<file path="src/rtl/adc_sample_packer_64.sv">
// Frames 8ch x 16-bit ADC samples into fixed-length 64-bit AXI4-Stream packets:
// one header beat, then lo/hi beats per sample, behind a 2-entry sample buffer.
module adc_sample_packer_64 #(
  parameter int          DATA_WIDTH      = 64,
  parameter int          KEEP_WIDTH      = DATA_WIDTH / 8,
  parameter int          SAMPLES_PER_PKT = 1023,
  parameter logic [15:0] MAGIC           = 16'hADC8
) (
  input  logic                  data_clk,
  input  logic                  dma_rst,
  input  logic                  dma_ena,
  input  logic                  new_sample,
  input  logic [127:0]          adc_data,
  output logic [DATA_WIDTH-1:0] m_axis_tdata,
  output logic [KEEP_WIDTH-1:0] m_axis_tkeep,
  output logic                  m_axis_tvalid,
  input  logic                  m_axis_tready,
  output logic                  m_axis_tlast,
  output logic [15:0]           overflow_cnt,
  output logic                  pkt_active
);

  typedef enum logic [1:0] {IDLE, HEADER, LO, HI} state_t;

  function automatic logic [15:0] sat_inc16(input logic [15:0] v);
    return (v == 16'hFFFF) ? v : v + 16'd1;
  endfunction

  state_t        state, state_nx;
  logic          accept;
  logic          vld_p0;
  logic [127:0]  data_p0;
  logic [31:0]   ts_p0;
  logic [31:0]   ts_cnt;

  logic [127:0]  buf_data [2];
  logic [31:0]   buf_ts   [2];
  logic          rd_ptr, wr_ptr;
  logic [1:0]    count;
  logic          push, pop, drop;

  logic [14:0]   pkt_cnt;
  logic [14:0]   sample_idx;
  logic          ovf_flag;
  logic          hs, hdr_hs, last_sample;
  logic          tvalid_nx, tlast_nx;
  logic [DATA_WIDTH-1:0] tdata_nx;
  logic [127:0]  head_data;
  logic [31:0]   head_ts;

  assign pkt_active   = (state != IDLE);
  assign accept       = dma_ena || pkt_active;
  assign m_axis_tkeep = {KEEP_WIDTH{1'b1}};

  // Stage p0: capture the strobed sample and its timestamp
  always_ff @(posedge data_clk) begin
    if (dma_rst) begin
      vld_p0 <= 1'b0;
      ts_cnt <= '0;
    end else begin
      vld_p0 <= new_sample && accept;
      if (new_sample && accept)
        ts_cnt <= ts_cnt + 32'd1;
      else if (!dma_ena && state == IDLE)
        ts_cnt <= '0;
    end
  end

  always_ff @(posedge data_clk) begin
    data_p0 <= adc_data;
    ts_p0   <= ts_cnt;
  end

  // Stage p1: sample buffer; a pop in the same cycle frees the slot being written
  assign push = vld_p0 && (count != 2'd2 || pop);
  assign drop = vld_p0 && count == 2'd2 && !pop;

  always_ff @(posedge data_clk) begin
    if (dma_rst) begin
      rd_ptr <= 1'b0;
      wr_ptr <= 1'b0;
      count  <= '0;
    end else begin
      if (push) wr_ptr <= ~wr_ptr;
      if (pop)  rd_ptr <= ~rd_ptr;
      count <= count + {1'b0, push} - {1'b0, pop};
    end
  end

  always_ff @(posedge data_clk) begin
    if (push) begin
      buf_data[wr_ptr] <= data_p0;
      buf_ts[wr_ptr]   <= ts_p0;
    end
  end

  assign head_data   = buf_data[rd_ptr];
  assign head_ts     = buf_ts[rd_ptr];
  assign hs          = m_axis_tvalid && m_axis_tready;
  assign last_sample = (sample_idx == 15'(SAMPLES_PER_PKT - 1));

  // Output registers only change when empty or on a handshake, keeping stalls stable
  always_comb begin
    state_nx  = state;
    tvalid_nx = m_axis_tvalid;
    tlast_nx  = m_axis_tlast;
    tdata_nx  = m_axis_tdata;
    pop       = 1'b0;
    hdr_hs    = 1'b0;
    case (state)
      IDLE: begin
        if (dma_ena && count != 2'd0) begin
          state_nx  = HEADER;
          tvalid_nx = 1'b1;
          tlast_nx  = 1'b0;
          tdata_nx  = {MAGIC, ovf_flag, pkt_cnt, head_ts};
        end
      end
      HEADER: begin
        if (hs) begin
          hdr_hs   = 1'b1;
          state_nx = LO;
          tdata_nx = head_data[63:0];
        end
      end
      LO: begin
        if (hs) begin
          state_nx = HI;
          tdata_nx = head_data[127:64];
          tlast_nx = last_sample;
        end else if (!m_axis_tvalid && count != 2'd0) begin
          tvalid_nx = 1'b1;
          tdata_nx  = head_data[63:0];
        end
      end
      HI: begin
        if (hs) begin
          pop       = 1'b1;
          tvalid_nx = 1'b0;
          tlast_nx  = 1'b0;
          state_nx  = last_sample ? IDLE : LO;
        end
      end
      default: state_nx = IDLE;
    endcase
  end

  // Stage p2: registered stream outputs and packet bookkeeping
  always_ff @(posedge data_clk) begin
    if (dma_rst) begin
      state         <= IDLE;
      m_axis_tvalid <= 1'b0;
      m_axis_tlast  <= 1'b0;
      m_axis_tdata  <= '0;
      pkt_cnt       <= '0;
      sample_idx    <= '0;
      ovf_flag      <= 1'b0;
      overflow_cnt  <= '0;
    end else begin
      state         <= state_nx;
      m_axis_tvalid <= tvalid_nx;
      m_axis_tlast  <= tlast_nx;
      m_axis_tdata  <= tdata_nx;
      if (hdr_hs) pkt_cnt <= pkt_cnt + 15'd1;
      if (pop) sample_idx <= last_sample ? 15'd0 : sample_idx + 15'd1;
      ovf_flag <= drop || (ovf_flag && !hdr_hs);
      if (drop) overflow_cnt <= sat_inc16(overflow_cnt);
    end
  end

endmodule
</file>
<file path="config.mk">
export PLATFORM = sky130hd
export DESIGN_NAME = adc_sample_packer_64
export DESIGN_NICKNAME = d
export VERILOG_FILES = /design/src/rtl/adc_sample_packer_64.sv
export SDC_FILE = /design/constraint.sdc
export NUM_CORES = 1
export LEC_CHECK = 0
export CAP_MARGIN = 20
export CORE_ASPECT_RATIO = 1.75
export CORE_MARGIN = 5
export CORE_UTILIZATION = 35
export DETAILED_ROUTE_END_ITERATION = 10
export PLACE_DENSITY = 0.6
export SYNTH_ARGS = -nofsm -noshare
export SYNTH_HDL_FRONTEND = slang
export SYNTH_SLANG_ARGS = --single-unit
</file>
<file path="constraint.sdc">
create_clock -name data_clk -period 13.06 [get_ports data_clk]
set_input_delay 2.612 -clock data_clk [delete_from_list [all_inputs] [get_ports data_clk]]
set_output_delay 2.612 -clock data_clk [all_outputs]
set_load 0.03 [all_outputs]
</file>
==> results.ini, run 1 <==
[worst_setup_path]
slowest_stage = clkdlybuf4s50_1
worst-setup-path-type = input port to flop
crit_buf_inv = 3
rr_endpoint = m_axis_tdata[28]$_SDFFE_PP0P_
path_cells = clkdlybuf4s50_1 -> nand3_4 -> inv_4 -> o21ai_0 -> nor2_4 -> buf_12
reg2reg_slack_ns = 9.86
critPathMaxStageDelay_ns = 0.78
cp-startpoint = m_axis_tready
r2r_cells = 8
start_kind = input port
critPathRequiredTime_ns = 13.27
cp_top_family = buffers and inverters
crit_fanout = 160
r2r-start = state[0]$_SDFFE_PP0P_
crit_arrival_ns = 5.25
endpoint_kind = flop

[yosys]
yosysSeqAreaShare = 0.717
synthesis.area_sq_um = 22100
synthArstFlopShare = 0
postSynthCellCount = 1521
avgSynthCellArea_sq_um = 14.6
ys_ff_latch = 633
ys.flop_type = edfxtp_1
yosysUniqueCellTypes = 61
yosysWarnings = 0
synth_edf_count = 320

[place]
place.gp.congestion = 0.766
io_buffers = 215
place_area_sq_um = 25100
hpwlAfterDp_um = 33100

[timing]
tightest_slew_ns = 1.21
rsz0062_at_grt = false
tns_ns = 0
drv_slew = 0
max_slew_margin = 0.193
setup_violations = 0
fin_skew_ns = 0.0234
timing.final.crit_share = 0.386
finalHoldViolCount = 0
period_needed_ns = 5.05
timing.fmax_ghz = 0.198

[drt]
remaining_drc_errors = 0
via_per_inst = 5.15
ant_nets = 0
first_pass_iters = 5
drt_iter0_markers = 657
vias = 13300
finalWirelength_um = 51500
wl_per_cell_um = 20.0

[power]
ir_worst_vdd_mv = 0.109
p_leak_nw = 8.89
p_int_mw = 3.67
powerDensity_nw_per_um2 = 187
p_seq_frac = 0.457
power_frac_clock = 0.356
p_comb_frac = 0.187
swShare = 0.279
power.switching_mw = 1.42

[floorplan]
chipHeight_um = 343
core_area_sq_um = 63000
io_pins = 224
rows = 122
start_util = 0.351
die_width_um = 200
die-area_sq_um = 68600

[global_route]
grt_start_max_net_pins = 161
grt_use_total = 0.145
grt_first_pass_wirelength_um = 77300
grt_pass1_vias = 13600
antenna_found_initial = 1
overflow = 0

[min_path]
holdPathEnd = ts_p0[16]$_DFF_P_
hold_path_startpoint = ts_cnt[16]$_SDFFE_PP0P_
hp-class = flop to flop
hold_depth = 0

[clocking]
root_buffer = clkbuf_16
path_clk_slew_ns = 0.06
cts_buffer_depth = 3
cts-resized-gates = 0
cts_tree = yes
post_cts_buffers = 0
htree_num_levels = 2
cts_sinks = 633
clock_latency_ns = 0.61
cts_made_buffers = 57
hold_buffers = 0

[finish]
final_cell_mix = edfxtp_1 (320), dfxtp_1 (312), clkdlybuf4s50_1 (214), mux2i_1 (146), a21oi_1 (68)
finalNetCount = 1872
drive_gt1_frac = 0.0891
area_growth_pct = 22.8
mostFrequentLayoutCell = edfxtp_1
final_area_sq_um = 27200

[job]
drv_cap = 0

[outcome]
status = finished clean

[sequential cells by signal, summed over array words and instances, names as in the netlist, 2 cells and up, named ones only]
register	count
buf_data	256
data_p0	128
buf_ts	64
m_axis_tdata	64
ts_cnt	32
ts_p0	32
overflow_cnt	16
pkt_cnt	15
sample_idx	15
count	2
state	2
[routing by layer]
| metal | share of wire | wire [um] | up-vias | track usage |
|---|---|---|---|---|
| met5 | 0.00021 | 11 | - | 0 |
| met4 | 0.032 | 1650 | 2 | 0.0510 |
| met3 | 0.053 | 2730 | 97 | 0.0281 |
| met2 | 0.54 | 27800 | 343 | 0.270 |
| met1 | 0.38 | 19300 | 6589 | 0.163 |
| li1 | - | - | 6251 | - |
[through the flow]
stage	setup slack, ns	instances	power [mW]	hold slack, ns	utilization
global placement	7.60	2471	3.32	0.361	0.398
detailed placement	7.50	2471	3.34	0.358	0.398
global route	7.94	2579	5.31	0.373	0.431
CTS	8.14	2578	5.17	0.371	0.431
finish	8.01	2580	5.09	0.372	0.431
floorplan	2.59	1528	2.93	0.343	-
[worst reg2reg max path: stages, from the launching register on]
cell,delay (ns)
dfxtp_1,0.39
inv_1,0.18
ha_1,0.47
nor4b_1,0.70
nor4_4,0.09
buf_4,0.23
a21oi_4,0.16
buf_4,0.65
a32o_1,0.29
[power by group through the flow]
stage / Sequential (mW) / Clock (mW) / Combinational, mW
after floorplan: 2.47 / 0 / 0.463
after global placement: 2.37 / 0 / 0.951
after detailed placement: 2.37 / 0 / 0.967
after CTS: 2.33 / 1.87 / 0.969
after global routing: 2.34 / 1.95 / 1.02
final: 2.33 / 1.81 / 0.953
[synthesized netlist by cell type (9+ instances only)]
cell type / count / area, sq um
xor2_1: 19 / 166
mux2i_1: 146 / 1460
o31ai_1: 25 / 188
a211oi_1: 15 / 113
nand4_1: 28 / 175
buf_4: 11 / 82.6
inv_1: 15 / 56.3
nor2_1: 55 / 206
and2_1: 12 / 75.1
edfxtp_1: 320 / 9610
or2_2: 15 / 93.8
xnor2_1: 12 / 105
or3_1: 9 / 56.3
dfxtp_1: 313 / 6270
nand3_1: 27 / 135
ha_1: 14 / 175
o21ai_0: 25 / 125
or4_1: 25 / 188
a311oi_1: 11 / 96.3
a32o_1: 56 / 561
o221ai_1: 43 / 377
and3_1: 10 / 62.6
buf_2: 21 / 105
nand2_1: 66 / 248
a21oi_1: 69 / 345
clkbuf_1: 49 / 184
[layout make-up]
| cell class | count | area, sq um |
|---|---|---|
| Antenna cell | 1 | 2.50 |
| Clock buffer | 75 | 1660 |
| Clock inverter | 32 | 419 |
| Fill cell | 5636 | 35900 |
| Inverter | 16 | 62.6 |
| Multi-Input combinational cell | 789 | 5870 |
| Sequential cell | 633 | 15900 |
| Tap cell | 806 | 1010 |
| Timing Repair Buffer | 228 | 2270 |
[cell families after synthesis]
group | synth area share
mux | 0.0686
xor+xnor | 0.0123
simple gates | 0.0738
compound gates | 0.0979
other cells | 0.000169
fa+ha+maj | 0.00791
flops | 0.717
buf+inv | 0.0222
[worst max-delay path by stage]
stage	end	slack [ns]	cells after the start
3_3_place_gp	buf_data[1][77]$_DFFE_PP_	7.60	6
6_report	buf_data[0][62]$_DFFE_PP_	8.01	6
3_5_place_dp	buf_data[0][75]$_DFFE_PP_	7.50	6
5_1_grt	buf_ts[0][12]$_DFFE_PP_	7.94	6
2_1_floorplan	buf_data[0][0]$_DFFE_PP_	2.59	5
4_1_cts	buf_data[0][70]$_DFFE_PP_	8.14	6
(Power assumes the default switching activity.)
==> inputs of run 2 (changes only) <==
--- a/config.mk
+++ b/config.mk
@@ -10,7 +10,7 @@
 export CORE_MARGIN = 5
 export CORE_UTILIZATION = 35
 export DETAILED_ROUTE_END_ITERATION = 10
-export PLACE_DENSITY = 0.6
+export PLACE_DENSITY = 0.62
 export SYNTH_ARGS = -nofsm -noshare
 export SYNTH_HDL_FRONTEND = slang
 export SYNTH_SLANG_ARGS = --single-unit
==> constraint.sdc (replaced) <==
create_clock -name data_clk -period 4.4 [get_ports data_clk]
set_input_delay 0.88 -clock data_clk [delete_from_list [all_inputs] [get_ports data_clk]]
set_output_delay 0.88 -clock data_clk [all_outputs]
set_load 0.03 [all_outputs]
==> results.ini, run 2 (synthesized netlist as in run 1, its figures left out) <==
[drt]
wl_per_cell_um = 19.9  ; was 20.0 um
via_per_inst = 5.10  ; was 5.15
first_pass_iters = 5  ; unchanged
ant_nets = 0  ; unchanged
remaining_drc_errors = 0  ; unchanged
drt_iter0_markers = 640  ; was 657
vias = 13200  ; was 13300
finalWirelength_um = 51500  ; about the same

[clocking]
post_cts_buffers = 0  ; unchanged
cts_buffer_depth = 3  ; unchanged
hold_buffers = 0  ; unchanged
cts-resized-gates = 0  ; unchanged
clock_latency_ns = 0.58  ; was 0.61 ns
path_clk_slew_ns = 0.06  ; about the same
root_buffer = clkbuf_16  ; unchanged
cts_tree = yes  ; unchanged
cts_sinks = 633  ; unchanged
cts_made_buffers = 56  ; was 57
htree_num_levels = 2  ; unchanged

[floorplan]
die_width_um = 200  ; unchanged
die-area_sq_um = 68600  ; unchanged
core_area_sq_um = 63000  ; unchanged
start_util = 0.351  ; unchanged
rows = 122  ; unchanged
io_pins = 224  ; unchanged
chipHeight_um = 343  ; unchanged

[finish]
largest_reg_flops = 256  ; unchanged
area_growth_pct = 23.7  ; was 22.8%
largest-register = buf_data  ; unchanged
top_regs = buf_data (256), data_p0 (128)  ; unchanged
finalNonFillerCells = 2592  ; was 2580
drive_gt1_frac = 0.0958  ; was 0.0891
final_cell_mix = edfxtp_1 (320), dfxtp_1 (312), clkdlybuf4s50_1 (214), mux2i_1 (146), a21oi_1 (68)  ; unchanged
mostFrequentLayoutCell = edfxtp_1  ; unchanged
finalNetCount = 1886  ; was 1872

[global_route]
grt_pass1_vias = 13800  ; was 13600
grt_first_pass_wirelength_um = 78400  ; was 77300 um
grt_use_total = 0.147  ; was 0.145
overflow = 0  ; unchanged
grt_start_max_net_pins = 89  ; was 161
antenna_found_initial = 3  ; was 1

[worst_setup_path]
critPathRequiredTime_ns = 3.52  ; was 13.27 ns
path_cells = inv_1 -> ha_4 -> inv_1 -> clkdlybuf4s50_1  ; was clkdlybuf4s50_1 -> nand3_4 -> inv_4 -> o21ai_0 -> nor2_4 -> buf_12
endpoint_kind = output pin  ; was flop
worst-setup-path-type = flop to output pin  ; was input port to flop
crit_buf_inv = 3  ; unchanged
r2r_cells = 8  ; unchanged
start_kind = flop  ; was input port
cp_top_family = buffers and inverters  ; unchanged
cp.depth = 4  ; was 6
slowest_stage = clkdlybuf4s50_1  ; unchanged
crit_arrival_ns = 2.20  ; was 5.25 ns
critPathMaxStageDelay_ns = 0.69  ; was 0.78 ns
crit_fanout = 7  ; was 160
cp_common_cell = inv_1

[timing]
max_slew_margin = 0.317  ; was 0.193
drv_slew = 0  ; unchanged
period_needed_ns = 3.08
finalHoldViolCount = 0  ; unchanged
timing.final.crit_share = 0.700
timing.fmax_ghz = 0.325
hold_ws_ns = 0.365  ; was 0.372 ns
tightest_slew_ns = 1.02  ; was 1.21 ns
fin_skew_ns = 0.0142  ; was 0.0234 ns
rsz0062_at_grt = false  ; unchanged
setup_violations = 0  ; unchanged

[power]
ir_worst_vdd_mv = 0.342  ; was 0.109 mV
powerDensity_nw_per_um2 = 552  ; was 187 nW/um^2
p_leak_nw = 9.00  ; was 8.89 nW

[job]
drv_cap = 0  ; unchanged

[place]
hpwlAfterDp_um = 34500  ; was 33100 um
dp.cells = 2486  ; was 2471
place.gp.congestion = 0.810  ; was 0.766
io_buffers = 215  ; unchanged

[min_path]
hold_depth = 0  ; unchanged
hp-class = flop to flop  ; unchanged

[outcome]
status = finished clean  ; unchanged

[run 2: metal layers]
layer / share of wire / wire [um] / track usage / vias up
met3: 0.048 / 2490 / 0.0224 / 82
met2: 0.55 / 28100 / 0.275 / 318
met5: 0 / 0 / 0 / -
met1: 0.38 / 19400 / 0.168 / 6520
li1: - / - / - / 6293
met4: 0.029 / 1510 / 0.0496 / 0
[run 2: area by class of cell]
cell class,instances,area (sq um)
clock buffer,78,1720
clock inverter,26,343
antenna,1,2.50
sequential,633,15900
tap,806,1010
timing repair buffer,243,2490
multi-input combinational,789,5870
fill,5652,35700
inverter,16,62.6
[run 2: power by group]
part	switching [mW]	internal, mW	total [mW]
sequential	0.299	6.63	6.92
clock	2.11	3.21	5.32
combinational	1.75	1.11	2.86
[run 2: final timing paths]
| check | slack (ns) | from | endpoint |
|---|---|---|---|
| max | 1.32 | state[0]$_SDFFE_PP0P_ | pkt_active |
| min | 0.36 | ts_cnt[31]$_SDFFE_PP0P_ | ts_p0[31]$_DFF_P_ |
| max reg2reg | 1.34 | state[0]$_SDFFE_PP0P_ | m_axis_tdata[34]$_SDFFE_PP0P_ |
| min reg2reg | 0.36 | ts_cnt[31]$_SDFFE_PP0P_ | ts_p0[31]$_DFF_P_ |
[run 2: per-stage QoR]
stage	power, mW	utilization	setup TNS, ns	worst slack [ns]	cell area [sq um]
final	15.1	0.434	0	1.32	27400
after global routing	15.8	0.434	0	1.05	27400
after CTS	15.3	0.434	0	1.28	27400
after detailed placement	9.97	0.401	0	0.848	25300
after global placement	9.92	0.401	0	0.915	25300
after floorplan	8.68	-	-530.60	-1.66	22200
==> inputs of run 3 (changes only) <==
--- a/config.mk
+++ b/config.mk
@@ -10,7 +10,7 @@
 export CORE_MARGIN = 5
 export CORE_UTILIZATION = 35
 export DETAILED_ROUTE_END_ITERATION = 10
-export PLACE_DENSITY = 0.62
+export PLACE_DENSITY = 0.6
 export SYNTH_ARGS = -nofsm -noshare
 export SYNTH_HDL_FRONTEND = slang
 export SYNTH_SLANG_ARGS = --single-unit
==> constraint.sdc (replaced) <==
create_clock -name data_clk -period 3.2 [get_ports data_clk]
set_input_delay 0.64 -clock data_clk [delete_from_list [all_inputs] [get_ports data_clk]]
set_output_delay 0.64 -clock data_clk [all_outputs]
set_load 0.03 [all_outputs]
==> results.ini, run 3 (synthesized netlist as in run 1, its figures left out) <==
[floorplan]
io_pins = 224  ; unchanged
start_util = 0.351  ; unchanged
die_width_um = 200  ; unchanged
core_area_sq_um = 63000  ; unchanged
chipHeight_um = 343  ; unchanged
rows = 122  ; unchanged
die-area_sq_um = 68600  ; unchanged

[min_path]
hp-class = flop to flop  ; unchanged

[place]
hpwlAfterDp_um = 35300  ; was 34500 um
place.gp.congestion = 0.787  ; was 0.810
dp_slack_ns = 0.201  ; was 0.848 ns
io_buffers = 215  ; unchanged
place_area_sq_um = 25600  ; was 25300 sq um

[finish]
utilization = 0.434  ; about the same
largest_reg_flops = 256  ; unchanged
finalNetCount = 1902  ; was 1886
drive_gt1_frac = 0.0999  ; was 0.0958
final_cell_mix = edfxtp_1 (320), dfxtp_1 (312), clkdlybuf4s50_1 (214), mux2i_1 (146), a21oi_1 (68)  ; unchanged
largest-register = buf_data  ; unchanged
top_regs = buf_data (256), data_p0 (128)  ; unchanged
area_growth_pct = 23.5  ; was 23.7%
final_area_sq_um = 27300  ; was 27400 sq um
mostFrequentLayoutCell = edfxtp_1  ; unchanged

[outcome]
status = finished clean  ; unchanged

[clocking]
root_buffer = clkbuf_16  ; unchanged
cts_made_buffers = 55  ; was 56
clock_latency_ns = 0.61  ; was 0.58 ns
htree_num_levels = 2  ; unchanged
cts_sinks = 633  ; unchanged
cts_buffer_depth = 3  ; unchanged
hold_buffers = 0  ; unchanged
path_clk_slew_ns = 0.07  ; was 0.06 ns
cts_tree = yes  ; unchanged
post_cts_buffers = 0  ; unchanged
cts-resized-gates = 0  ; unchanged

[drt]
first_pass_iters = 5  ; unchanged
vias = 13300  ; was 13200
finalWirelength_um = 52000  ; was 51500 um
drt_iter0_markers = 602  ; was 640
ant_nets = 0  ; unchanged
wl_per_cell_um = 19.9  ; about the same
via_per_inst = 5.10  ; about the same
remaining_drc_errors = 0  ; unchanged

[worst_setup_path]
slowest_stage = clkdlybuf4s50_1  ; unchanged
crit_fanout = 7  ; unchanged
critPathMaxStageDelay_ns = 0.69  ; about the same
path_cells = inv_1 -> ha_4 -> inv_1 -> clkdlybuf4s50_1  ; unchanged
worst-setup-path-type = flop to output pin  ; unchanged
crit_arrival_ns = 2.24  ; was 2.20 ns
reg2reg_slack_ns = 0.48  ; was 1.34 ns
cp_common_cell = inv_1  ; unchanged
critPathRequiredTime_ns = 2.56  ; was 3.52 ns
start_kind = flop  ; unchanged
endpoint_kind = output pin  ; unchanged

[timing]
finalHoldViolCount = 0  ; unchanged
setup_violations = 0  ; unchanged
max_slew_margin = 0.465  ; was 0.317
period_needed_ns = 2.88
timing.final.crit_share = 0.900
tightest_slew_ns = 0.792  ; was 1.02 ns
timing.fmax_ghz = 0.347
fin_skew_ns = 0.0190  ; was 0.0142 ns
fin_ws_ns = 0.321  ; was 1.32 ns
rsz0062_at_grt = false  ; unchanged
drv_slew = 0  ; unchanged

[power]
fin_total_pwr_mw = 20.2  ; was 15.1 mW
ir_worst_vdd_mv = 0.401  ; was 0.342 mV
p_int_mw = 14.4  ; was 10.9 mW
power.switching_mw = 5.85  ; was 4.17 mW
swShare = 0.289  ; was 0.276
p_leak_nw = 8.96  ; was 9.00 nW
p_seq_frac = 0.469  ; was 0.458
power_frac_clock = 0.326  ; was 0.352
powerDensity_nw_per_um2 = 740  ; was 552 nW/um^2
p_comb_frac = 0.206  ; was 0.190

[global_route]
grt_pass1_vias = 13800  ; about the same
grt_first_pass_wirelength_um = 78800  ; was 78400 um
antenna_found_initial = 1  ; was 3
grt_start_max_net_pins = 57  ; was 89
overflow = 0  ; unchanged
grt_use_total = 0.148  ; was 0.147

[job]
drv_cap = 0  ; unchanged

run 3: cell count changes in the layout (fill, tap and decap cells not counted), sizes merged:
cell      delta
buf         +17
bufinv       -3
clkbuf      -13
clkinv       +6
clkinvlp     +6
inv          +3
run 3: layer usage:
metal | routed length, um | track usage | share of wire
met1 | 19900 | 0.167 | 0.38
met2 | 28300 | 0.277 | 0.54
met3 | 2310 | 0.0290 | 0.044
met4 | 1540 | 0.0487 | 0.030
met5 | 0 | 0 | 0
run 3: worst paths after layout:
check	startpoint	to	depth (start not counted)
max	state[0]$_SDFFE_PP0P_	pkt_active	4
min	ts_cnt[16]$_SDFFE_PP0P_	ts_p0[16]$_DFF_P_	0
max reg2reg	state[0]$_SDFFE_PP0P_	m_axis_tdata[23]$_SDFFE_PP0P_	7
min reg2reg	ts_cnt[16]$_SDFFE_PP0P_	ts_p0[16]$_DFF_P_	0
run 3: critical path: cells and delay by family, from the launching register on:
family / cells / cell delay [ns]
buf+inv: 3 / 0.96
fa+ha+maj: 1 / 0.20
flops: 1 / 0.48
run 3: final cells by class:
| type | count | area, sq um |
|---|---|---|
| antenna | 1 | 2.50 |
| inverter | 16 | 62.6 |
| clock buffer | 65 | 1430 |
| tap | 806 | 1010 |
| timing repair buffer | 260 | 2720 |
| clock inverter | 38 | 353 |
| sequential | 633 | 15900 |
| multi-input combinational | 789 | 5880 |
| fill | 5597 | 35700 |
run 3: power groups by stage:
stage               clock network [mW]  logic (mW)  registers, mW
floorplan                            0        1.90           10.0
global placement                     0        4.16           9.65
detailed placement                   0        4.22           9.67
CTS                               6.80        4.23           9.49
global route                      7.10        4.46           9.53
finish                            6.58        4.16           9.48
run 3: through the flow:
stage / instances / hold slack [ns] / setup TNS (ns)
2_1_floorplan: 1528 / 0.343 / -203.89
3_3_place_gp: 2504 / 0.361 / 0
3_5_place_dp: 2504 / 0.359 / 0
4_1_cts: 2607 / 0.372 / 0
5_1_grt: 2607 / 0.387 / 0
6_report: 2608 / 0.368 / 0
